--- src/rtl/ikaopm_pkg.sv ---
// Shared constants and the serial float word layout for the OPM DAC receiver.
package ikaopm_pkg;

  localparam int unsigned FRAME_BITS_DEF = 13;
  localparam int unsigned EXP_W          = 3;
  localparam int unsigned MAN_W          = 10;
  localparam int unsigned SR_W           = EXP_W + MAN_W;
  localparam int unsigned SIGN_BIT       = MAN_W - 1;
  localparam int unsigned DEC_W          = 16;
  localparam int unsigned CNT_W          = 4;
  localparam logic [CNT_W-1:0] CNT_SAT   = 4'd15;

  // Serial word as latched: exponent in the top bits, sign-flagged mantissa below.
  typedef struct packed {
    logic [EXP_W-1:0] e;
    logic [MAN_W-1:0] m;
  } fp_word_t;

endpackage

--- src/rtl/ikaopm_dac_float_dec.sv ---
// Combinational decode of one 13-bit floating DAC word into a 16-bit two's complement sample.
module ikaopm_dac_float_dec
  import ikaopm_pkg::*;
(
  input  logic [SR_W-1:0]  word_i,
  output logic [DEC_W-1:0] sample_c_o,
  output logic             exp0_c_o
);

  fp_word_t              w;
  logic [3:0]            shamt;
  logic [SIGN_BIT-1:0]   frac_inv;
  logic [DEC_W-1:0]      mag;

  // Sign bit set: positive mantissa; clear: negated inverted mantissa.
  always_comb begin
    w          = fp_word_t'(word_i);
    shamt      = 4'(w.e) - 4'd1;
    frac_inv   = ~w.m[SIGN_BIT-1:0];
    exp0_c_o   = (w.e == '0);
    mag        = w.m[SIGN_BIT] ? DEC_W'(w.m[SIGN_BIT-1:0]) : DEC_W'(frac_inv);
    sample_c_o = '0;
    if (!exp0_c_o) begin
      sample_c_o = w.m[SIGN_BIT] ? (mag << shamt) : (DEC_W'(0) - (mag << shamt));
    end
  end

endmodule

--- src/rtl/ikaopm_dac_rx.sv ---
// Receives the OPM serial DAC stream, latches a word per SH strobe and decodes it
// into a left-aligned signed sample per channel, with sticky frame/exponent errors.
module ikaopm_dac_rx
  import ikaopm_pkg::*;
#(
  parameter int unsigned CHANNELS   = 2,
  parameter int unsigned OUT_WIDTH  = 16,
  parameter int unsigned FRAME_BITS = FRAME_BITS_DEF
) (
  input  logic                          i_EMUCLK,
  input  logic                          i_IC_n,
  input  logic                          i_phi1_PCEN_n,
  input  logic                          i_phi1_NCEN_n,
  input  logic                          i_SO,
  input  logic [CHANNELS-1:0]           i_SH,
  input  logic                          i_ERR_CLR,
  output logic [CHANNELS*OUT_WIDTH-1:0] o_SAMPLE,
  output logic [CHANNELS-1:0]           o_VALID,
  output logic [CHANNELS-1:0]           o_FRAME_ERR,
  output logic [CHANNELS-1:0]           o_EXP0_ERR
);

  localparam int unsigned PAD_W = OUT_WIDTH - DEC_W;

  logic            pcen;
  logic            ncen;
  logic [SR_W-1:0] sr_q;
  logic [SR_W-1:0] sr_d;

  assign pcen = ~i_phi1_PCEN_n;
  assign ncen = ~i_phi1_NCEN_n;

  // Shared shift register, LSB arrives first.
  always_comb begin
    sr_d = sr_q;
    if (pcen) sr_d = {i_SO, sr_q[SR_W-1:1]};
  end

  always_ff @(posedge i_EMUCLK or negedge i_IC_n) begin
    if (!i_IC_n) sr_q <= '0;
    else         sr_q <= sr_d;
  end

  for (genvar ch = 0; ch < CHANNELS; ch++) begin : g_ch
    logic                 sh_z_q, sh_z_d;
    logic                 sh_zz_q, sh_zz_d;
    logic                 ldc_q, ldc_d;
    logic                 load_evt;
    logic [SR_W-1:0]      latch_q, latch_d;
    logic [CNT_W-1:0]     cnt_q, cnt_d;
    logic                 pend_q, pend_d;
    logic                 short_q, short_d;
    logic [OUT_WIDTH-1:0] smp_q, smp_d;
    logic                 vld_q, vld_d;
    logic                 ferr_q, ferr_d;
    logic                 eerr_q, eerr_d;
    logic [DEC_W-1:0]     dec;
    logic                 dec_exp0;

    ikaopm_dac_float_dec u_dec (
      .word_i     (latch_q),
      .sample_c_o (dec),
      .exp0_c_o   (dec_exp0)
    );

    // Strobe capture, load detect, frame counting and sticky error update.
    always_comb begin
      sh_z_d   = pcen ? i_SH[ch] : sh_z_q;
      sh_zz_d  = ncen ? sh_z_q : sh_zz_q;
      ldc_d    = ~sh_z_q & sh_zz_q;
      load_evt = ldc_d & ~ldc_q;
      latch_d  = load_evt ? sr_q : latch_q;
      pend_d   = load_evt;
      short_d  = load_evt ? (32'(cnt_q) < FRAME_BITS) : short_q;
      cnt_d    = cnt_q;
      if (load_evt)                    cnt_d = '0;
      else if (pcen && cnt_q != CNT_SAT) cnt_d = cnt_q + CNT_W'(1);
      vld_d    = pend_q;
      smp_d    = pend_q ? (OUT_WIDTH'(dec) << PAD_W) : smp_q;
      ferr_d   = (ferr_q & ~i_ERR_CLR) | (pend_q & short_q);
      eerr_d   = (eerr_q & ~i_ERR_CLR) | (pend_q & dec_exp0);
    end

    always_ff @(posedge i_EMUCLK or negedge i_IC_n) begin
      if (!i_IC_n) begin
        sh_z_q  <= 1'b0;
        sh_zz_q <= 1'b0;
        ldc_q   <= 1'b0;
        latch_q <= '0;
        cnt_q   <= CNT_SAT;
        pend_q  <= 1'b0;
        short_q <= 1'b0;
        smp_q   <= '0;
        vld_q   <= 1'b0;
        ferr_q  <= 1'b0;
        eerr_q  <= 1'b0;
      end else begin
        sh_z_q  <= sh_z_d;
        sh_zz_q <= sh_zz_d;
        ldc_q   <= ldc_d;
        latch_q <= latch_d;
        cnt_q   <= cnt_d;
        pend_q  <= pend_d;
        short_q <= short_d;
        smp_q   <= smp_d;
        vld_q   <= vld_d;
        ferr_q  <= ferr_d;
        eerr_q  <= eerr_d;
      end
    end

    assign o_SAMPLE[ch*OUT_WIDTH +: OUT_WIDTH] = smp_q;
    assign o_VALID[ch]     = vld_q;
    assign o_FRAME_ERR[ch] = ferr_q;
    assign o_EXP0_ERR[ch]  = eerr_q;
  end

endmodule

--- config.mk ---
export PLATFORM = sky130hd
export DESIGN_NAME = ikaopm_dac_rx
export DESIGN_NICKNAME = d
export VERILOG_FILES = /design/src/rtl/ikaopm_pkg.sv /design/src/rtl/ikaopm_dac_float_dec.sv /design/src/rtl/ikaopm_dac_rx.sv
export SDC_FILE = /design/constraint.sdc
export NUM_CORES = 1
export LEC_CHECK = 0
export CAP_MARGIN = 20
export CORE_MARGIN = 5
export CORE_UTILIZATION = 57
export DETAILED_ROUTE_END_ITERATION = 7
export PLACE_DENSITY = 0.78
export SKIP_LAST_GASP = 1
export SLEW_MARGIN = 10
export SYNTH_ARGS = -nofsm -noshare
export SYNTH_HDL_FRONTEND = slang
export SYNTH_SLANG_ARGS = --single-unit
--- constraint.sdc ---
create_clock -name i_EMUCLK -period 6.27 [get_ports i_EMUCLK]
set_input_delay 1.254 -clock i_EMUCLK [delete_from_list [all_inputs] [get_ports i_EMUCLK]]
set_output_delay 1.254 -clock i_EMUCLK [all_outputs]
set_load 0.02 [all_outputs]
==> out/qor.log, run 1 <==
[run_status] run status finished clean
[floorplanning] initial core utilization 58.2%
[grt] total grt overflow 0
[synthesis] post-synthesis simple-gate area fraction 13.6%
[timing] relative max-transition margin 45.1%
[clock_network] total clock buffers created by CTS 9
[place] DPL Wire Length 9990 um
[grt] initial antenna violation count 0
[final_layout] most common cell after layout, fill and taps aside sky130_fd_sc_hd__dfrtp_1
[final_layout] area added between synthesis and finish 9.59%
[place] count of placed standard cells including taps 790
[place] DP Area 0.00674 mm2
[grt] wire length of the first global-routing pass 23700 um
[critical_path] type of the worst setup path flip-flop to flip-flop
[place] IO Port Bufs 45
[grt] overall track demand over capacity in global routing 22.1%
[routing] number of nets with antenna violations after routing 0
[routing] vias after detailed routing 4938
[synthesis] count of flip-flops with a built-in enable after synthesis 0
[clock_network] number of setup buffers added after CTS 0
[clock_network] sinks on the clock net 95
[synthesis] dominant combinational cell family by area after synthesis compound AO/OA/AOI/OAI gates
[synthesis] mux cell area share after synthesis 14.8%
[grt] largest net degree at the start of global routing 65
[critical_path] crit start category flip-flop
[critical_path] longest individual stage delay on the worst path 0.89 ns
[final_layout] non-filler instance count after layout 807
[synthesis] adder-cell area share of the yosys netlist 1.97%
[place] final estimated routing congestion in global placement 0.934
[final_layout] n_diodes 0
[floorplanning] Die Width 115 um
[floorplanning] I/O Pins 46
[routing] aggregate routed wire length 13900 um
[critical_path] cell chain of the critical path inv_1, ha_1, buf_8, mux4_2, mux2i_1, xnor2_1, o2111ai_2, a211oi_2, nand4_1, mux2i_1, or3_1
[critical_path] worst reg2reg setup slack 1.72 ns
[routing] number of DRC markers in iteration 0 426
[synthesis] synthesized netlist net count 663
[hold_path] worst hold path class flip-flop to flip-flop
[floorplanning] core area 0.0109 mm2
[synthesis] async set or reset register ratio after synthesis 100%
[critical_path] worst path arrival time 4.81 ns
[timing] count of final max-slew check failures 0
[timing] final setup violating endpoints 0
[clock_network] Clock Pin Slew Worst Setup and Hold Paths 0.10 ns
[clock_network] cell at the root of the clock tree sky130_fd_sc_hd__clkbuf_8
[final_layout] net total in the final layout 680
[timing] period utilisation layout 72.5%
[synthesis] Post-Synthesis Mean Instance Area 9.83 um2
[final_layout] final cell area excluding filler cells 0.00695 mm2
[critical_path] kind of cell adding the most delay to the critical path flip-flops
[timing] minimum period implied by the final worst setup slack 4.55 ns
[timing] measured slew at the worst slew-check pin 0.823 ns
[synthesis] share of synthesized area occupied by flip-flops and latches 37.6%
[synthesis] parity-gate share of the synthesized area counting xor and xnor cells 10.3%
[timing] final hold violation count 0
[critical_path] highest net fanout along the worst path 23
[synthesis] synthesized instance count 645
[critical_path] cell occurring most often along the worst timing path sky130_fd_sc_hd__mux2i_1
[floorplanning] Chip Height 115 um
[floorplanning] number of placement rows 38
[synthesis] post-synthesis compound-gate area fraction 15.1%
[clock_network] # hold bufs at CTS 0
[grt] number of global-route vias before repair 4737
[timing] FMAX 220 MHz
[critical_path] slowest stage cell on the critical path sky130_fd_sc_hd__dfrtp_1
[run] count of max-cap constraint violations 0
[routing] residual DRC count 0
[synthesis] count of cell types in the netlist 77
[timing] RSZ-0062 raised after global routing no
[floorplanning] Die Area 0.0133 mm2
[synthesis] number of storage elements in the synthesis netlist 95
[critical_path] critical path capture point type flip-flop
[final_layout] fraction of final layout cells sized beyond drive strength 1 15.0%
[routing] WL/cell 17.2 um
[routing] number of iterations in the first detailed-routing pass 5
[routing] average vias per placed instance 6.12
[clock_network] Resize count post-CTS 0
[clock_network] TritonCTS clock tree done
[synthesis] warnings from Yosys 0
[timing] Worst Clk Skew 0.0145 ns
[timing] final total negative setup slack 0 ns
[final_layout] highest-count cells in the layout ignoring fill and taps sky130_fd_sc_hd__dfrtp_1, sky130_fd_sc_hd__xnor2_1, sky130_fd_sc_hd__nor2_1
[critical_path] worst path buffer plus inverter count 2
[synthesis] Netlist Area Pre-Place 0.00634 mm2
[clock_network] worst skew pair latency 0.39 ns
[clock_network] H-tree levels 3
[critical_path] required time of the worst setup path 6.53 ns
[synthesis] top flip-flop cell by instance count after synthesis sky130_fd_sc_hd__dfrtp_1
[clock_network] maximum count of clock buffers along a single path 2
[logic make-up after synthesis]
kind of cell               Yosys count
buffers and inverters               87
AOI/OAI and AO/OA                  141
adders and majority gates           10
xor gates and xnor gates            72
muxes                               72
and+or+nand+nor                    168
DFF                                 95
[per-stage QoR]
step | setup slack [ns] | util, % | hold slack [ns]
CTS | 1.52 | 63.7 | 0.485
global route | 1.40 | 63.8 | 0.512
global placement | 1.66 | 61.9 | 0.436
finish | 1.72 | 63.8 | 0.480
floorplan | 3.00 | - | 0.352
detailed placement | 1.53 | 61.9 | 0.472
[cells in the mapped netlist, types with 9 or more instances]
master                     number  area, um2
sky130_fd_sc_hd__o21ai_0       28        140
sky130_fd_sc_hd__buf_2         13       65.1
sky130_fd_sc_hd__a31oi_1       14       87.6
sky130_fd_sc_hd__mux4_2        11        248
sky130_fd_sc_hd__nor3_1        14       70.1
sky130_fd_sc_hd__nor2_1        49        184
sky130_fd_sc_hd__nand3_1       14       70.1
sky130_fd_sc_hd__o22ai_1       18        113
sky130_fd_sc_hd__nand2_1       40        150
sky130_fd_sc_hd__buf_4          9       67.6
sky130_fd_sc_hd__inv_1         40        150
sky130_fd_sc_hd__xor2_1        18        158
sky130_fd_sc_hd__mux2i_1       21        210
sky130_fd_sc_hd__dfrtp_1       87       2180
sky130_fd_sc_hd__a21oi_1       22        110
sky130_fd_sc_hd__ha_1          10        125
sky130_fd_sc_hd__xnor2_1       51        447
sky130_fd_sc_hd__clkbuf_1      16       60.1
sky130_fd_sc_hd__mux2_2        37        417
[registers in the layout, summed over array words and instances (netlist names)]
signal,count
g_ch.sh_zz_q,2
g_ch.eerr_q,2
g_ch.pend_q,2
g_ch.short_q,2
g_ch.sh_z_q,2
g_ch.ferr_q,2
sr_q,13
g_ch.vld_q,2
g_ch.smp_q,32
g_ch.latch_q,26
g_ch.cnt_q,8
g_ch.ldc_q,2
[layout make-up]
| class | count | area [um2] |
|---|---|---|
| Fill cell | 904 | 3940 |
| Multi-Input combinational cell | 463 | 3540 |
| Sequential cell | 95 | 2390 |
| Timing Repair Buffer | 52 | 508 |
| Tap cell | 140 | 175 |
| Inverter | 41 | 154 |
| Clock buffer | 10 | 138 |
| Clock inverter | 6 | 51.3 |
[metal layers]
layer  track usage, %  part of all wire, %  vias to the layer above  wire length [um]
li1                 -                    -                     2335                 -
met2             33.6                   46                      190              6360
met5                0                    0                        -                 0
met1             32.0                   46                     2397              6340
met4             7.12                  1.4                        0               189
met3             4.39                  7.2                       16              1010
[path summary, 6_finish.rpt]
path	start	end	depth (start not counted)
min reg2reg	g_ch[0].sh_z_q	g_ch[0].ldc_q	1
min in group asynchronous	i_IC_n	g_ch[1].smp_q[4]	1
min	g_ch[0].sh_z_q	g_ch[0].ldc_q	1
max reg2reg	g_ch[0].latch_q[10]	g_ch[0].smp_q[15]	11
max	g_ch[0].latch_q[10]	g_ch[0].smp_q[15]	11
max in group asynchronous	i_IC_n	sr_q[7]	2
Power of run 1 is left out: the tool's default activity adds up to more than one toggle a clock period on the data nets, which glitch-free logic cannot reach.
==> inputs of run 2 (changes only) <==
==> constraint.sdc (replaced) <==
create_clock -name i_EMUCLK -period 4.35 [get_ports i_EMUCLK]
set_input_delay 0.87 -clock i_EMUCLK [delete_from_list [all_inputs] [get_ports i_EMUCLK]]
set_output_delay 0.87 -clock i_EMUCLK [all_outputs]
set_load 0.02 [all_outputs]
==> out/qor.log, run 2 (synthesis results as in run 1) <==
[run_status] run status finished clean
[final_layout] Largest Register g_ch.smp_q
[clock_network] Clock Pin Slew Worst Setup and Hold Paths 0.10 ns
[clock_network] Resize count post-CTS 0
[critical_path] critical path capture point type flip-flop
[clock_network] cell at the root of the clock tree sky130_fd_sc_hd__clkbuf_8
[final_layout] fraction of final layout cells sized beyond drive strength 1 15.3%
[clock_network] # hold bufs at CTS 0
[place] IO Port Bufs 45
[routing] average vias per placed instance 6.03
[critical_path] required time of the worst setup path 4.60 ns
[final_layout] non-filler instance count after layout 812
[final_layout] highest-count cells in the layout ignoring fill and taps sky130_fd_sc_hd__dfrtp_1, sky130_fd_sc_hd__xnor2_1, sky130_fd_sc_hd__nor2_1
[clock_network] sinks on the clock net 95
[clock_network] maximum count of clock buffers along a single path 2
[floorplanning] core area 0.0109 mm2
[final_layout] area added between synthesis and finish 10.5%
[grt] total grt overflow 0
[critical_path] worst path arrival time 3.80 ns
[critical_path] slowest stage cell on the critical path sky130_fd_sc_hd__mux4_2
[routing] number of DRC markers in iteration 0 437
[critical_path] kind of cell adding the most delay to the critical path multiplexers
[critical_path] worst reg2reg setup slack 0.81 ns
[routing] number of iterations in the first detailed-routing pass 5
[place] DP Area 0.00678 mm2
[timing] relative max-transition margin 39.5%
[floorplanning] number of placement rows 38
[grt] wire length of the first global-routing pass 24000 um
[place] count of placed standard cells including taps 795
[timing] FMAX 282 MHz
[final_layout] flip-flop count of the largest register, all copies and words added 32
[critical_path] Worst path depth 10
[timing] final total negative setup slack 0 ns
[timing] RSZ-0062 raised after global routing no
[grt] initial antenna violation count 0
[critical_path] worst path buffer plus inverter count 1
[run] count of max-cap constraint violations 0
[place] final estimated routing congestion in global placement 0.920
[floorplanning] Die Width 115 um
[clock_network] worst skew pair latency 0.37 ns
[hold_path] hold-critical path depth 1
[final_layout] net total in the final layout 685
[critical_path] crit start category flip-flop
[clock_network] TritonCTS clock tree done
[timing] count of final max-slew check failures 0
[floorplanning] Chip Height 115 um
[final_layout] Largest regs g_ch.smp_q (32), g_ch.latch_q (26), sr_q (13)
[final_layout] most common cell after layout, fill and taps aside sky130_fd_sc_hd__dfrtp_1
[grt] number of global-route vias before repair 4778
[grt] largest net degree at the start of global routing 74
[routing] residual DRC count 0
[floorplanning] initial core utilization 58.2%
[routing] WL/cell 17.0 um
[timing] period utilisation layout 81.5%
[routing] number of nets with antenna violations after routing 0
[timing] Worst Hold Slack 0.457 ns
[critical_path] cell count of the worst reg-to-reg path 10
[critical_path] type of the worst setup path flip-flop to flip-flop
[final_layout] n_diodes 0
[critical_path] Worst Setup EP g_ch[0].smp_q[15]
[clock_network] number of setup buffers added after CTS 0
[critical_path] highest net fanout along the worst path 11
[critical_path] cell occurring most often along the worst timing path sky130_fd_sc_hd__mux2i_1
[routing] aggregate routed wire length 13800 um
[timing] final hold violation count 0
[timing] measured slew at the worst slew-check pin 0.907 ns
[place] DPL Wire Length 10300 um
[floorplanning] I/O Pins 46
[critical_path] cell chain of the critical path inv_1, ha_1, mux4_2, mux2i_1, xnor2_1, o2111ai_2, a211oi_2, nand4_1, mux2i_1, or3_1
[final_layout] final cell area excluding filler cells 0.00701 mm2
[grt] overall track demand over capacity in global routing 22.2%
[critical_path] worst setup path startpoint g_ch[0].latch_q[11]
[clock_network] H-tree levels 3
[timing] minimum period implied by the final worst setup slack 3.54 ns
[clock_network] total clock buffers created by CTS 9
[critical_path] FF-to-FF End g_ch[0].smp_q[15]
[timing] final setup violating endpoints 0
[critical_path] launch instance of the worst register-to-register path g_ch[0].latch_q[11]
[routing] vias after detailed routing 4895
[timing] Worst Clk Skew 0.0113 ns
[hold_path] worst hold path class flip-flop to flip-flop
[critical_path] longest individual stage delay on the worst path 0.62 ns
[floorplanning] Die Area 0.0133 mm2
## run 2: cell count changes in the layout (fill, tap and decap cells not counted), sizes merged
| cell | previous run | this run |
|---|---|---|
| buf | 8 | 13 |
| bufinv | 0 | 2 |
| clkinv | 4 | 3 |
| inv | 43 | 42 |
## run 2: area by class of cell
type	count	area (um2)
clock buffer	10	128
clock inverter	6	91.3
fill	908	3880
inverter	41	154
multi-input combinational	463	3530
sequential	95	2390
tap	140	175
timing repair buffer	57	538
## run 2: how the worst min path moves through the flow
stage,start,end,slack (ns)
final,g_ch[0].sh_z_q,g_ch[0].ldc_q,0.46
after global routing,g_ch[0].sh_z_q,g_ch[0].ldc_q,0.49
after CTS,g_ch[0].sh_z_q,g_ch[0].ldc_q,0.47
after detailed placement,g_ch[0].sh_z_q,g_ch[0].ldc_q,0.45
after global placement,g_ch[0].sh_z_q,g_ch[0].ldc_q,0.43
after floorplan,g_ch[1].pend_q,g_ch[1].vld_q,0.35
## run 2: metrics by stage
step	setup WS (ns)	utilization, %
after floorplan	1.08	-
after global placement	0.920	62.3
after detailed placement	0.812	62.3
after CTS	0.819	64.3
after global routing	0.537	64.3
final	0.805	64.3
## run 2: worst reg2reg max path: stages (launching register included)
cell	delay [ns]
sky130_fd_sc_hd__dfrtp_1	0.47
sky130_fd_sc_hd__inv_1	0.11
sky130_fd_sc_hd__ha_1	0.57
sky130_fd_sc_hd__mux4_2	0.62
sky130_fd_sc_hd__mux2i_1	0.19
sky130_fd_sc_hd__xnor2_1	0.23
sky130_fd_sc_hd__o2111ai_2	0.19
sky130_fd_sc_hd__a211oi_2	0.32
sky130_fd_sc_hd__nand4_1	0.20
sky130_fd_sc_hd__mux2i_1	0.17
sky130_fd_sc_hd__or3_1	0.36
## run 2: layer usage
layer	part of all wire, %	global-route usage, %	vias up
met5	0	0	-
met1	47	32.3	2380
met4	1.4	5.79	0
met3	5.7	4.02	23
met2	46	34.8	148
li1	-	-	2344
Power of run 2 is left out for the same reason.
==> inputs of run 3 (changes only) <==
==> constraint.sdc (replaced) <==
create_clock -name i_EMUCLK -period 3.7 [get_ports i_EMUCLK]
set_input_delay 0.74 -clock i_EMUCLK [delete_from_list [all_inputs] [get_ports i_EMUCLK]]
set_output_delay 0.74 -clock i_EMUCLK [all_outputs]
set_load 0.02 [all_outputs]
==> out/qor.log, run 3 (synthesis results as in run 1) <==
[final_layout] area added between synthesis and finish 10.5%
[clock_network] total clock buffers created by CTS 9
[timing] relative max-transition margin 44.8%
[critical_path] worst setup path startpoint g_ch[1].latch_q[11]
[routing] aggregate routed wire length 13600 um
[timing] final total negative setup slack 0 ns
[timing] measured slew at the worst slew-check pin 0.829 ns
[final_layout] Largest Register g_ch.smp_q
[routing] average vias per placed instance 5.99
[place] DPL Wire Length 10000 um
[place] final estimated routing congestion in global placement 0.906
[grt] GR met1 Demand/Resource 31.7%
[critical_path] required time of the worst setup path 3.92 ns
[grt] overall track demand over capacity in global routing 21.8%
[timing] Worst Clk Skew 0.0126 ns
[final_layout] highest-count cells in the layout ignoring fill and taps sky130_fd_sc_hd__dfrtp_1, sky130_fd_sc_hd__xnor2_1, sky130_fd_sc_hd__nor2_1
[final_layout] fraction of final layout cells sized beyond drive strength 1 15.7%
[clock_network] worst skew pair latency 0.37 ns
[floorplanning] core area 0.0109 mm2
[critical_path] worst path arrival time 3.51 ns
[floorplanning] Die Width 115 um
[clock_network] sinks on the clock net 95
[critical_path] highest net fanout along the worst path 18
[routing] vias after detailed routing 4881
[clock_network] # hold bufs at CTS 0
[floorplanning] I/O Pins 46
[floorplanning] initial core utilization 58.2%
[routing] WL/cell 16.7 um
[clock_network] Clock Pin Slew Worst Setup and Hold Paths 0.10 ns
[floorplanning] Chip Height 115 um
[routing] residual DRC count 0
[final_layout] n_diodes 0
[final_layout] net total in the final layout 688
[critical_path] type of the worst setup path flip-flop to flip-flop
[grt] largest net degree at the start of global routing 69
[grt] wire length of the first global-routing pass 23500 um
[timing] period utilisation layout 89.0%
[final_layout] flip-flop count of the largest register, all copies and words added 32
[timing] FMAX 304 MHz
[clock_network] Resize count post-CTS 0
[critical_path] launch instance of the worst register-to-register path g_ch[1].latch_q[11]
[critical_path] critical path capture point type flip-flop
[clock_network] number of setup buffers added after CTS 0
[clock_network] H-tree levels 3
[final_layout] most common cell after layout, fill and taps aside sky130_fd_sc_hd__dfrtp_1
[clock_network] cell at the root of the clock tree sky130_fd_sc_hd__clkbuf_8
[grt] Most Crowded Layer GR met2
[critical_path] slowest stage cell on the critical path sky130_fd_sc_hd__o311ai_0
[floorplanning] number of placement rows 38
[final_layout] Largest regs g_ch.smp_q (32), g_ch.latch_q (26), sr_q (13)
[routing] number of DRC markers in iteration 0 406
[clock_network] TritonCTS clock tree done
[grt] GR Layer Usage met3 3.03%
[place] IO Port Bufs 45
[critical_path] longest individual stage delay on the worst path 0.53 ns
[hold_path] worst hold path class input pin to async pin
[timing] count of final max-slew check failures 0
[timing] RSZ-0062 raised after global routing no
[routing] number of nets with antenna violations after routing 0
[grt] total grt overflow 0
[run_status] run status finished clean
[grt] initial antenna violation count 0
[grt] number of global-route vias before repair 4765
[timing] final hold violation count 0
[clock_network] maximum count of clock buffers along a single path 2
[critical_path] crit start category flip-flop
[routing] number of iterations in the first detailed-routing pass 5
[timing] final setup violating endpoints 0
[run] count of max-cap constraint violations 0
[floorplanning] Die Area 0.0133 mm2
[critical_path] cell chain of the critical path inv_1, ha_1, buf_4, inv_1, a21oi_1, o311ai_0, a21oi_1, nor4b_2, nand4_1, mux2i_1, o221ai_1
[grt] met2 routing resource usage after global routing 34.0%
[timing] minimum period implied by the final worst setup slack 3.29 ns
## run 3: cell count changes in the layout (fill, tap and decap cells not counted)
cell / delta
sky130_fd_sc_hd__clkinv_2: -1
sky130_fd_sc_hd__clkinvlp_4: +2
sky130_fd_sc_hd__buf_4: +3
sky130_fd_sc_hd__inv_6: -1
sky130_fd_sc_hd__bufinv_16: -1
sky130_fd_sc_hd__clkinv_4: +1
## run 3: per-stage QoR
stage | hold slack, ns | setup slack, ns | cells | instance area [um2] | util, %
floorplan | 0.352 | 0.427 | 645 | 6340 | -
detailed placement | 0.455 | 0.406 | 799 | 6810 | 62.5
CTS | 0.460 | 0.395 | 815 | 7010 | 64.4
global placement | 0.434 | 0.514 | 799 | 6810 | 62.5
finish | 0.456 | 0.405 | 815 | 7010 | 64.4
global route | 0.475 | 0.101 | 815 | 7010 | 64.4
## run 3: worst paths after layout
path,depth (start not counted),slack [ns],to
max,11,0.41,g_ch[1].smp_q[15]
min,1,0.46,g_ch[1].smp_q[2]
max reg2reg,11,0.41,g_ch[1].smp_q[15]
min reg2reg,1,0.46,g_ch[0].ldc_q
max in group asynchronous,2,2.49,g_ch[0].latch_q[11]
min in group i_EMUCLK,1,0.46,g_ch[0].ldc_q
## run 3: area by class of cell
type                    instances  area, um2
fillers                       919       3880
inverters                      41        154
well taps                     140        175
multi-input cells             463       3530
clock buffers                  10        128
flip-flops and latches         95       2390
clock inverters                 6       71.3
repair buffers                 60        561
## run 3: routing by layer
| layer | share of wire [%] | up-vias | wire (um) |
|---|---|---|---|
| li1 | - | 2347 | - |
| met1 | 47 | 2371 | 6420 |
| met2 | 46 | 144 | 6340 |
| met3 | 4.9 | 19 | 666 |
| met4 | 1.6 | 0 | 222 |
| met5 | 0 | - | 0 |
## run 3: critical path: cells and delay by family, from the launching register on
kind	cells	cell delay, ns
flip-flops	1	0.46
AND/OR/NAND/NOR	2	0.68
AO/OA/AOI/OAI	4	0.91
adder cells (fa/ha/maj)	1	0.35
buffers and inverters	3	0.54
multiplexers	1	0.19
Power of run 3 is left out for the same reason.
